### src/rtl/tag_lookup_ctrl_t0.sv
// Tag lookup controller: probes a synchronous tag RAM for {tag,index} hits,
// optionally allocates on miss, and sweeps the RAM clear on a flush request.
module tag_lookup_ctrl_t0 #(
  parameter int unsigned AWIDTH = 3,
  parameter int unsigned TWIDTH = 13
) (
  input  logic                     clock,
  input  logic                     reset,
  input  logic                     req_valid,
  output logic                     req_ready,
  input  logic [TWIDTH+AWIDTH-1:0] req_addr,
  input  logic                     req_alloc,
  output logic                     resp_valid,
  input  logic                     resp_ready,
  output logic                     resp_hit,
  output logic [AWIDTH-1:0]        resp_index,
  input  logic                     flush_start,
  output logic                     flush_done,
  output logic [AWIDTH-1:0]        ram_addr,
  output logic [TWIDTH:0]          ram_din,
  output logic                     ram_we,
  input  logic [TWIDTH:0]          ram_dout
);

  localparam int unsigned DEPTH  = 1 << AWIDTH;
  localparam int unsigned DWIDTH = TWIDTH + 1;
  localparam int unsigned CWIDTH = AWIDTH + 1;

  typedef enum logic [2:0] {
    IDLE   = 3'd0,
    LOOKUP = 3'd1,
    FILL   = 3'd2,
    RESP   = 3'd3,
    FLUSH  = 3'd4
  } state_t;

  state_t              state;
  logic [TWIDTH-1:0]   tag_q;
  logic [AWIDTH-1:0]   idx_q;
  logic                alloc_q;
  logic [CWIDTH-1:0]   flush_cnt;
  logic [CWIDTH-1:0]   flush_cnt_nxt;
  logic                hit;

  assign hit           = ram_dout[DWIDTH-1] & (ram_dout[TWIDTH-1:0] == tag_q);
  assign flush_cnt_nxt = flush_cnt + CWIDTH'(1);

  // Flush wins over a same-cycle request, so it also blocks req_ready.
  assign req_ready = (state == IDLE) & ~flush_start;

  // RAM port; writes are gated by reset so an abort never lands a write.
  always_comb begin
    ram_addr = idx_q;
    ram_din  = '0;
    ram_we   = 1'b0;
    case (state)
      IDLE:  ram_addr = req_addr[AWIDTH-1:0];
      FILL: begin
        if (!reset) begin
          ram_we  = 1'b1;
          ram_din = {1'b1, tag_q};
        end
      end
      FLUSH: begin
        ram_addr = flush_cnt[AWIDTH-1:0];
        ram_we   = ~reset;
      end
      default: ;
    endcase
  end

  // Control FSM with registered response and flush-done outputs.
  always_ff @(posedge clock) begin
    if (reset) begin
      state      <= IDLE;
      tag_q      <= '0;
      idx_q      <= '0;
      alloc_q    <= 1'b0;
      flush_cnt  <= '0;
      resp_valid <= 1'b0;
      resp_hit   <= 1'b0;
      resp_index <= '0;
      flush_done <= 1'b0;
    end else begin
      flush_done <= 1'b0;
      case (state)
        IDLE: begin
          if (flush_start) begin
            flush_cnt <= '0;
            state     <= FLUSH;
          end else if (req_valid) begin
            tag_q   <= req_addr[AWIDTH +: TWIDTH];
            idx_q   <= req_addr[AWIDTH-1:0];
            alloc_q <= req_alloc;
            state   <= LOOKUP;
          end
        end
        LOOKUP: begin
          resp_hit   <= hit;
          resp_index <= idx_q;
          if (!hit && alloc_q) begin
            state <= FILL;
          end else begin
            resp_valid <= 1'b1;
            state      <= RESP;
          end
        end
        FILL: begin
          resp_valid <= 1'b1;
          state      <= RESP;
        end
        RESP: begin
          if (resp_ready) begin
            resp_valid <= 1'b0;
            state      <= IDLE;
          end
        end
        FLUSH: begin
          // Counter is one bit wider than the index so DEPTH is reachable.
          flush_cnt <= flush_cnt_nxt;
          if (flush_cnt_nxt == CWIDTH'(DEPTH)) begin
            flush_done <= 1'b1;
            state      <= IDLE;
          end
        end
        default: state <= IDLE;
      endcase
    end
  end

endmodule

### config.mk
export PLATFORM = sky130hd
export DESIGN_NAME = tag_lookup_ctrl_t0
export DESIGN_NICKNAME = d
export VERILOG_FILES = /design/src/rtl/tag_lookup_ctrl_t0.sv
export SDC_FILE = /design/constraint.sdc
export NUM_CORES = 1
export LEC_CHECK = 0
export CORE_MARGIN = 2
export CORE_UTILIZATION = 45
export CTS_BUF_LIST = sky130_fd_sc_hd__clkbuf_8
export DETAILED_ROUTE_END_ITERATION = 8
export PLACE_DENSITY = 0.82
export SLEW_MARGIN = 20
export SYNTH_ARGS = -nofsm -noshare
export SYNTH_HDL_FRONTEND = slang
export SYNTH_SLANG_ARGS = --single-unit
### constraint.sdc
create_clock -name clock -period 2.5 [get_ports clock]
set_input_delay 0.5 -clock clock [delete_from_list [all_inputs] [get_ports clock]]
set_output_delay 0.5 -clock clock [all_outputs]
set_load 0.005 [all_outputs]
==> results of run 1 <==
final cells by class:
| type | count | area, um2 |
|---|---|---|
| fillers | 283 | 1010 |
| multi-input cells | 151 | 923 |
| repair buffers | 69 | 671 |
| flip-flops and latches | 30 | 602 |
| clock buffers | 6 | 82.6 |
| well taps | 46 | 57.6 |
| clock inverters | 2 | 8.76 |
| inverters | 1 | 3.75 |
cells by family (layout without fill, tap and decap cells):
family / Yosys count / in the layout / synth area share, %
buffers and inverters: 14 / 78 / 5.26
muxes: 7 / 7 / 4.48
adders and majority gates: 1 / 1 / 0.785
xor gates and xnor gates: 15 / 15 / 8.25
AOI/OAI and AO/OA: 33 / 33 / 11.8
and+or+nand+nor: 95 / 95 / 31.7
DFF: 30 / 30 / 37.7
timing repair:
item                                    4_1_cts  5_1_grt
resized for setup                             3        3
cloned                                        1        0
pin swaps                                     1        1
endpoints found under the setup margin       12       13
hold buffers                                  0        0
setup buffers                                 0        0
power breakdown:
| group | switching, mW | internal [mW] | leakage (nW) |
|---|---|---|---|
| sequential | 0.0380 | 0.511 | 0.244 |
| combinational | 0.160 | 0.189 | 0.605 |
| clock | 0.180 | 0.218 | 0.0524 |
| total | 0.378 | 0.918 | 0.901 |
metrics by stage:
step	cells	setup WS [ns]	area, um2	hold WS, ns
2_1_floorplan	195	0.581	1590	0.445
3_3_place_gp	296	-0.00931	2240	0.440
3_5_place_dp	296	-0.0203	2240	0.453
4_1_cts	305	0.0244	2340	0.462
5_1_grt	305	0.00361	2350	0.474
6_report	305	0.112	2350	0.461
final timing paths:
| check | slack, ns | cells after the start | end |
|---|---|---|---|
| worst max-delay path | 0.11 | 5 | ram_din[3] |
| worst min-delay path | 0.46 | 2 | resp_hit$_SDFFE_PP0P_ |
| worst max register to register | 0.65 | 5 | resp_hit$_SDFFE_PP0P_ |
| worst min register to register | 0.46 | 2 | resp_hit$_SDFFE_PP0P_ |
synth_stat cells, types with 2 or more instances:
master,number
xor2_1,13
buf_2,4
nor4_1,2
nor4b_1,2
a21oi_1,24
nor3b_1,2
buf_6,3
xnor2_1,2
or3b_1,2
clkbuf_1,5
dfxtp_1,30
nand2_1,41
nand4_1,2
nor2_1,15
and2_1,15
nor4_2,3
nor3_1,2
mux2i_1,6
state kept, by name (all words and copies together) (netlist names):
signal	flops
flush_done	1
tag_q	13
resp_hit	1
flush_cnt	4
state	3
alloc_q	1
resp_index	3
resp_valid	1
idx_q	3
metal layers:
metal | part of all wire [%] | track usage, % | up-vias
met5 | 0 | 0 | -
met4 | 2.0 | 9.24 | 0
met2 | 48 | 33.7 | 33
met3 | 3.2 | 4.64 | 6
met1 | 46 | 24.9 | 677
li1 | - | - | 783
worst register-to-register path: stages (launching register included):
cell and delay (ns):
dfxtp_1 0.53, buf_4 0.23, or3b_1 0.52, nor3b_2 0.22, nand4_1 0.11, a21oi_1 0.17
==> reports/results.ini, run 1 <==
[floorplanning]
fp.dieW_um=63.5
start_util_pct=47.4
std_cell_rows=21
io_pins=61
die_area_mm2=0.00403
die_y_um=63.5
coreArea_mm2=0.00336

[route]
ant_nets=0
via_count=1499
wl_mm=3.95
avgRoutedWirePerCell_um=12.9
firstDrtPassIters=4
viasPerCell=4.91
drt_iter0_markers=51
post-route-drc-count=0

[setup_path]
critPathMaxStageDelay_ns=0.49
critical_path_class=input port to output pin
worstReg2RegStart=state[0]$_SDFFE_PP0P_
cp-start-kind=input port
critPathLaunch=reset
cpMaxStageDelayCell=clkdlybuf4s50_1
cpLargestDelayFamily=buffers and inverters
cp_data_required_time_ns=2.00
crit_arrival_ns=1.89
worst-path-buf-inv=3
endpoint_kind=output pin
cp_max_fo=7
crit_chain=dlygate4sd2_1, nor4b_4, buf_4, and2_1, clkdlybuf4s50_1

[hold_path]
hold_class=register to register
hold_path.startpoint=resp_hit$_SDFFE_PP0P_

[cells_and_area]
diodes=0
drive_above_1_share_pct=9.65
final_nets=295
final_common_cell=clkdlybuf4s50_1
utilization_pct=69.8
area_delta_synth_final_pct=47.4
final_cell_mix=clkdlybuf4s50_1 (59), nand2_1 (41), dfxtp_1 (29)

[timing]
worst_pin_slew_ns=0.557
min_period_ns=2.39
fin_crit_sh_pct=95.5
fin_setup_tns_ns=0
rsz0062_at_grt=no
setup_viol=0
fmax_mhz=419
slew-limit-headroom_pct=62.8
hold_viol_final=0
skew_ns=0.00540
drv_slew=0

[cts]
clk_latency_ns=0.28
clkSlewWorstSetupHoldPaths_ns=0.07
cts-htree-levels=2
cts-buffers-inserted=5
cts_tree=yes
clockBufferDepth=2
cts_sinks=30
root_buffer=clkbuf_8

[grt]
grt_antenna_before_repair=0
grt-ovfl-total=0
grt_max_degree=33
grt_pass1_wl_mm=6.34
grt_pass1_vias=1345
grt_usage_pct=20.3

[logic_synthesis]
ys.flop_type=dfxtp_1
synth_area_mm2=0.00159
yosysSeqAreaShare_pct=37.7
synth_top_area_share_pct=37.7
syn_nets=232
synth_edf_count=0
avgSynthCellArea_um2=8.17
synth_area_leaders=dfxtp_1 (38%), nand2_1 (9.7%), a21oi_1 (7.5%), xor2_1 (7.1%), and2_1 (5.9%)
synth_async_sr_flop_share_pct=0
synth_top_area_cell=dfxtp_1
ys_seq_elements=30
syn_inst=195
synth_cell_types=40
yosysWarnings=0

[placed_design]
dp_hpwl_mm=2.77
portBuffers=60
globalplace.congestion=0.815

[run_status]
status=completed

[power]
p_per_area_mw_per_mm2=552
p_leak_nw=0.901
ir_drop_mv=0.369
p_total_mw=1.30

[flow_run]
maxCapViolations=0

(Power assumes the default switching activity.)
==> inputs of run 2 (changes only) <==
--- a/config.mk
+++ b/config.mk
@@ -14,3 +14,4 @@
 export SYNTH_ARGS = -nofsm -noshare
 export SYNTH_HDL_FRONTEND = slang
 export SYNTH_SLANG_ARGS = --single-unit
+export TNS_END_PERCENT = 10
==> reports/results.ini, run 2 (synthesis gave the netlist of run 1 again) <==
[power]
ir_drop_mv=0.369  ; about the same
power_frac_seq_pct=42.4  ; about the same
p_sw_mw=0.378  ; about the same
swShare_pct=29.2  ; about the same
intPower_mw=0.918  ; about the same
pwr-share-comb_pct=26.9  ; about the same
p_per_area_mw_per_mm2=552  ; about the same
power_frac_clock_pct=30.7  ; about the same
p_leak_nw=0.901  ; about the same

[floorplanning]
std_cell_rows=21  ; unchanged
io_pins=61  ; unchanged
fp.dieW_um=63.5  ; unchanged
coreArea_mm2=0.00336  ; unchanged
die_area_mm2=0.00403  ; unchanged
die_y_um=63.5  ; unchanged
start_util_pct=47.4  ; unchanged

[grt]
grt_pass1_vias=1345  ; unchanged
grt_max_degree=33  ; unchanged
grt_pass1_wl_mm=6.34  ; unchanged
grt_usage_pct=20.3  ; unchanged
grt_antenna_before_repair=0  ; unchanged
grt-ovfl-total=0  ; unchanged

[cells_and_area]
utilization_pct=69.8  ; unchanged
nFillCells=283  ; unchanged
drive_above_1_share_pct=9.65  ; unchanged
final_cell_mix=clkdlybuf4s50_1 (59), nand2_1 (41), dfxtp_1 (29)  ; unchanged
final_nets=295  ; unchanged
largest_register_ffs=13  ; unchanged
regMostFlops=tag_q  ; unchanged
top_regs=tag_q: 13 flops, flush_cnt: 4 flops  ; unchanged
final_common_cell=clkdlybuf4s50_1  ; unchanged
area_delta_synth_final_pct=47.4  ; unchanged
diodes=0  ; unchanged

[setup_path]
r2r-end=resp_hit$_SDFFE_PP0P_  ; unchanged
worstReg2RegStart=state[0]$_SDFFE_PP0P_  ; unchanged
path_depth=5  ; unchanged
rr_worst_depth=5  ; unchanged
crit_chain=dlygate4sd2_1, nor4b_4, buf_4, and2_1, clkdlybuf4s50_1  ; unchanged
cp_data_required_time_ns=2.00  ; about the same
rrSetupSlack_ns=0.65  ; about the same
cp-start-kind=input port  ; unchanged
endpoint_kind=output pin  ; unchanged
worst-path-buf-inv=3  ; unchanged
critPathMaxStageDelay_ns=0.49  ; about the same
cpMaxStageDelayCell=clkdlybuf4s50_1  ; unchanged
critical_path_class=input port to output pin  ; unchanged
crit_arrival_ns=1.95  ; was 1.89 ns
cp_max_fo=7  ; unchanged
cpLargestDelayFamily=buffers and inverters  ; unchanged

[hold_path]
hold_class=register to register  ; unchanged
holdPathStages=2  ; unchanged
hold_path.startpoint=resp_hit$_SDFFE_PP0P_  ; unchanged
whs_endpoint=resp_hit$_SDFFE_PP0P_  ; unchanged

[cts]
cts-htree-levels=2  ; unchanged
cts_sinks=30  ; unchanged
root_buffer=clkbuf_8  ; unchanged
cts_hold_buf=0  ; unchanged
clk_latency_ns=0.28  ; about the same
cts_tree=yes  ; unchanged
clkSlewWorstSetupHoldPaths_ns=0.07  ; about the same
cts-buffers-inserted=5  ; unchanged
clockBufferDepth=2  ; unchanged
cts_setup_buffers=0  ; unchanged

[flow_run]
maxCapViolations=0  ; unchanged

[timing]
fin_hold_ws_ns=0.461  ; unchanged
fmax_mhz=409  ; was 419 MHz
drv_slew=0  ; unchanged
worst_pin_slew_ns=0.557  ; about the same
fin_crit_sh_pct=97.9  ; was 95.5%
slew-limit-headroom_pct=62.8  ; unchanged
fin_setup_tns_ns=0  ; unchanged
skew_ns=0.00540  ; unchanged
hold_viol_final=0  ; unchanged
setup_viol=0  ; unchanged
rsz0062_at_grt=yes  ; was no
min_period_ns=2.45  ; was 2.39 ns
worst_slack_ns=0.0526  ; was 0.112 ns

[placed_design]
dp_worst_setup_slack_ns=-0.0203  ; unchanged
dp_hpwl_mm=2.77  ; unchanged
portBuffers=60  ; unchanged
globalplace.congestion=0.815  ; unchanged

[route]
post-route-drc-count=0  ; unchanged
ant_nets=0  ; unchanged
via_count=1499  ; unchanged
viasPerCell=4.91  ; unchanged
avgRoutedWirePerCell_um=12.9  ; about the same
wl_mm=3.95  ; about the same
firstDrtPassIters=4  ; unchanged
drt_iter0_markers=51  ; unchanged

[run_status]
status=completed  ; unchanged

-- run 2: cell counts in the layout (fill, tap and decap cells not counted) --
No cell type changed its count.
-- run 2: area by class of cell --
type / instances / area [um2] / share of cell area, %
Multi-Input combinational cell: 151 / 923 / 39.3
Timing Repair Buffer: 69 / 671 / 28.6
Clock buffer: 6 / 82.6 / 3.52
Clock inverter: 2 / 8.76 / 0.373
Sequential cell: 30 / 602 / 25.6
Inverter: 1 / 3.75 / 0.160
Tap cell: 46 / 57.6 / 2.45
-- run 2: tightest hold or removal path, delay by kind of cell (launching register included) --
family | cells | cell delay [ns]
flip-flops | 1 | 0.31
AND/OR/NAND/NOR | 1 | 0.05
AO/OA/AOI/OAI | 1 | 0.05
-- run 2: power groups by stage --
stage / clock [mW] / sequential (mW) / combinational, mW
floorplan: 0 / 0.545 / 0.199
global placement: 0 / 0.557 / 0.338
detailed placement: 0 / 0.557 / 0.343
CTS: 0.412 / 0.548 / 0.349
global route: 0.433 / 0.555 / 0.384
finish: 0.398 / 0.549 / 0.349
-- run 2: how the worst max path moves through the flow --
stage	startpoint	end
5_1_grt	reset	ram_din[3]
4_1_cts	reset	ram_din[6]
3_3_place_gp	reset	ram_din[6]
6_report	reset	ram_din[3]
3_5_place_dp	reset	ram_din[11]
2_1_floorplan	reset	ram_din[0]
-- run 2: per-stage QoR --
stage,area [um2],power (mW),cells
after global placement,2240,0.895,296
after global routing,2350,1.37,305
after floorplan,1590,0.744,195
after detailed placement,2240,0.900,296
after CTS,2340,1.31,305
final,2350,1.30,305
-- run 2: metal layers --
metal | GRT usage [%] | vias up | share of wire [%]
met2 | 33.7 | 33 | 48
met3 | 4.64 | 6 | 3.2
met5 | 0 | - | 0
met1 | 24.9 | 677 | 46
met4 | 9.24 | 0 | 2.0
li1 | - | 783 | -
-- run 2: what timing repair did --
action | in CTS | in global routing
gates resized for setup | 3 | 3
endpoints found under the setup margin | 12 | 13
gates cloned | 1 | 0
endpoints found under the hold margin | 0 | 0
pin swaps | 1 | 0
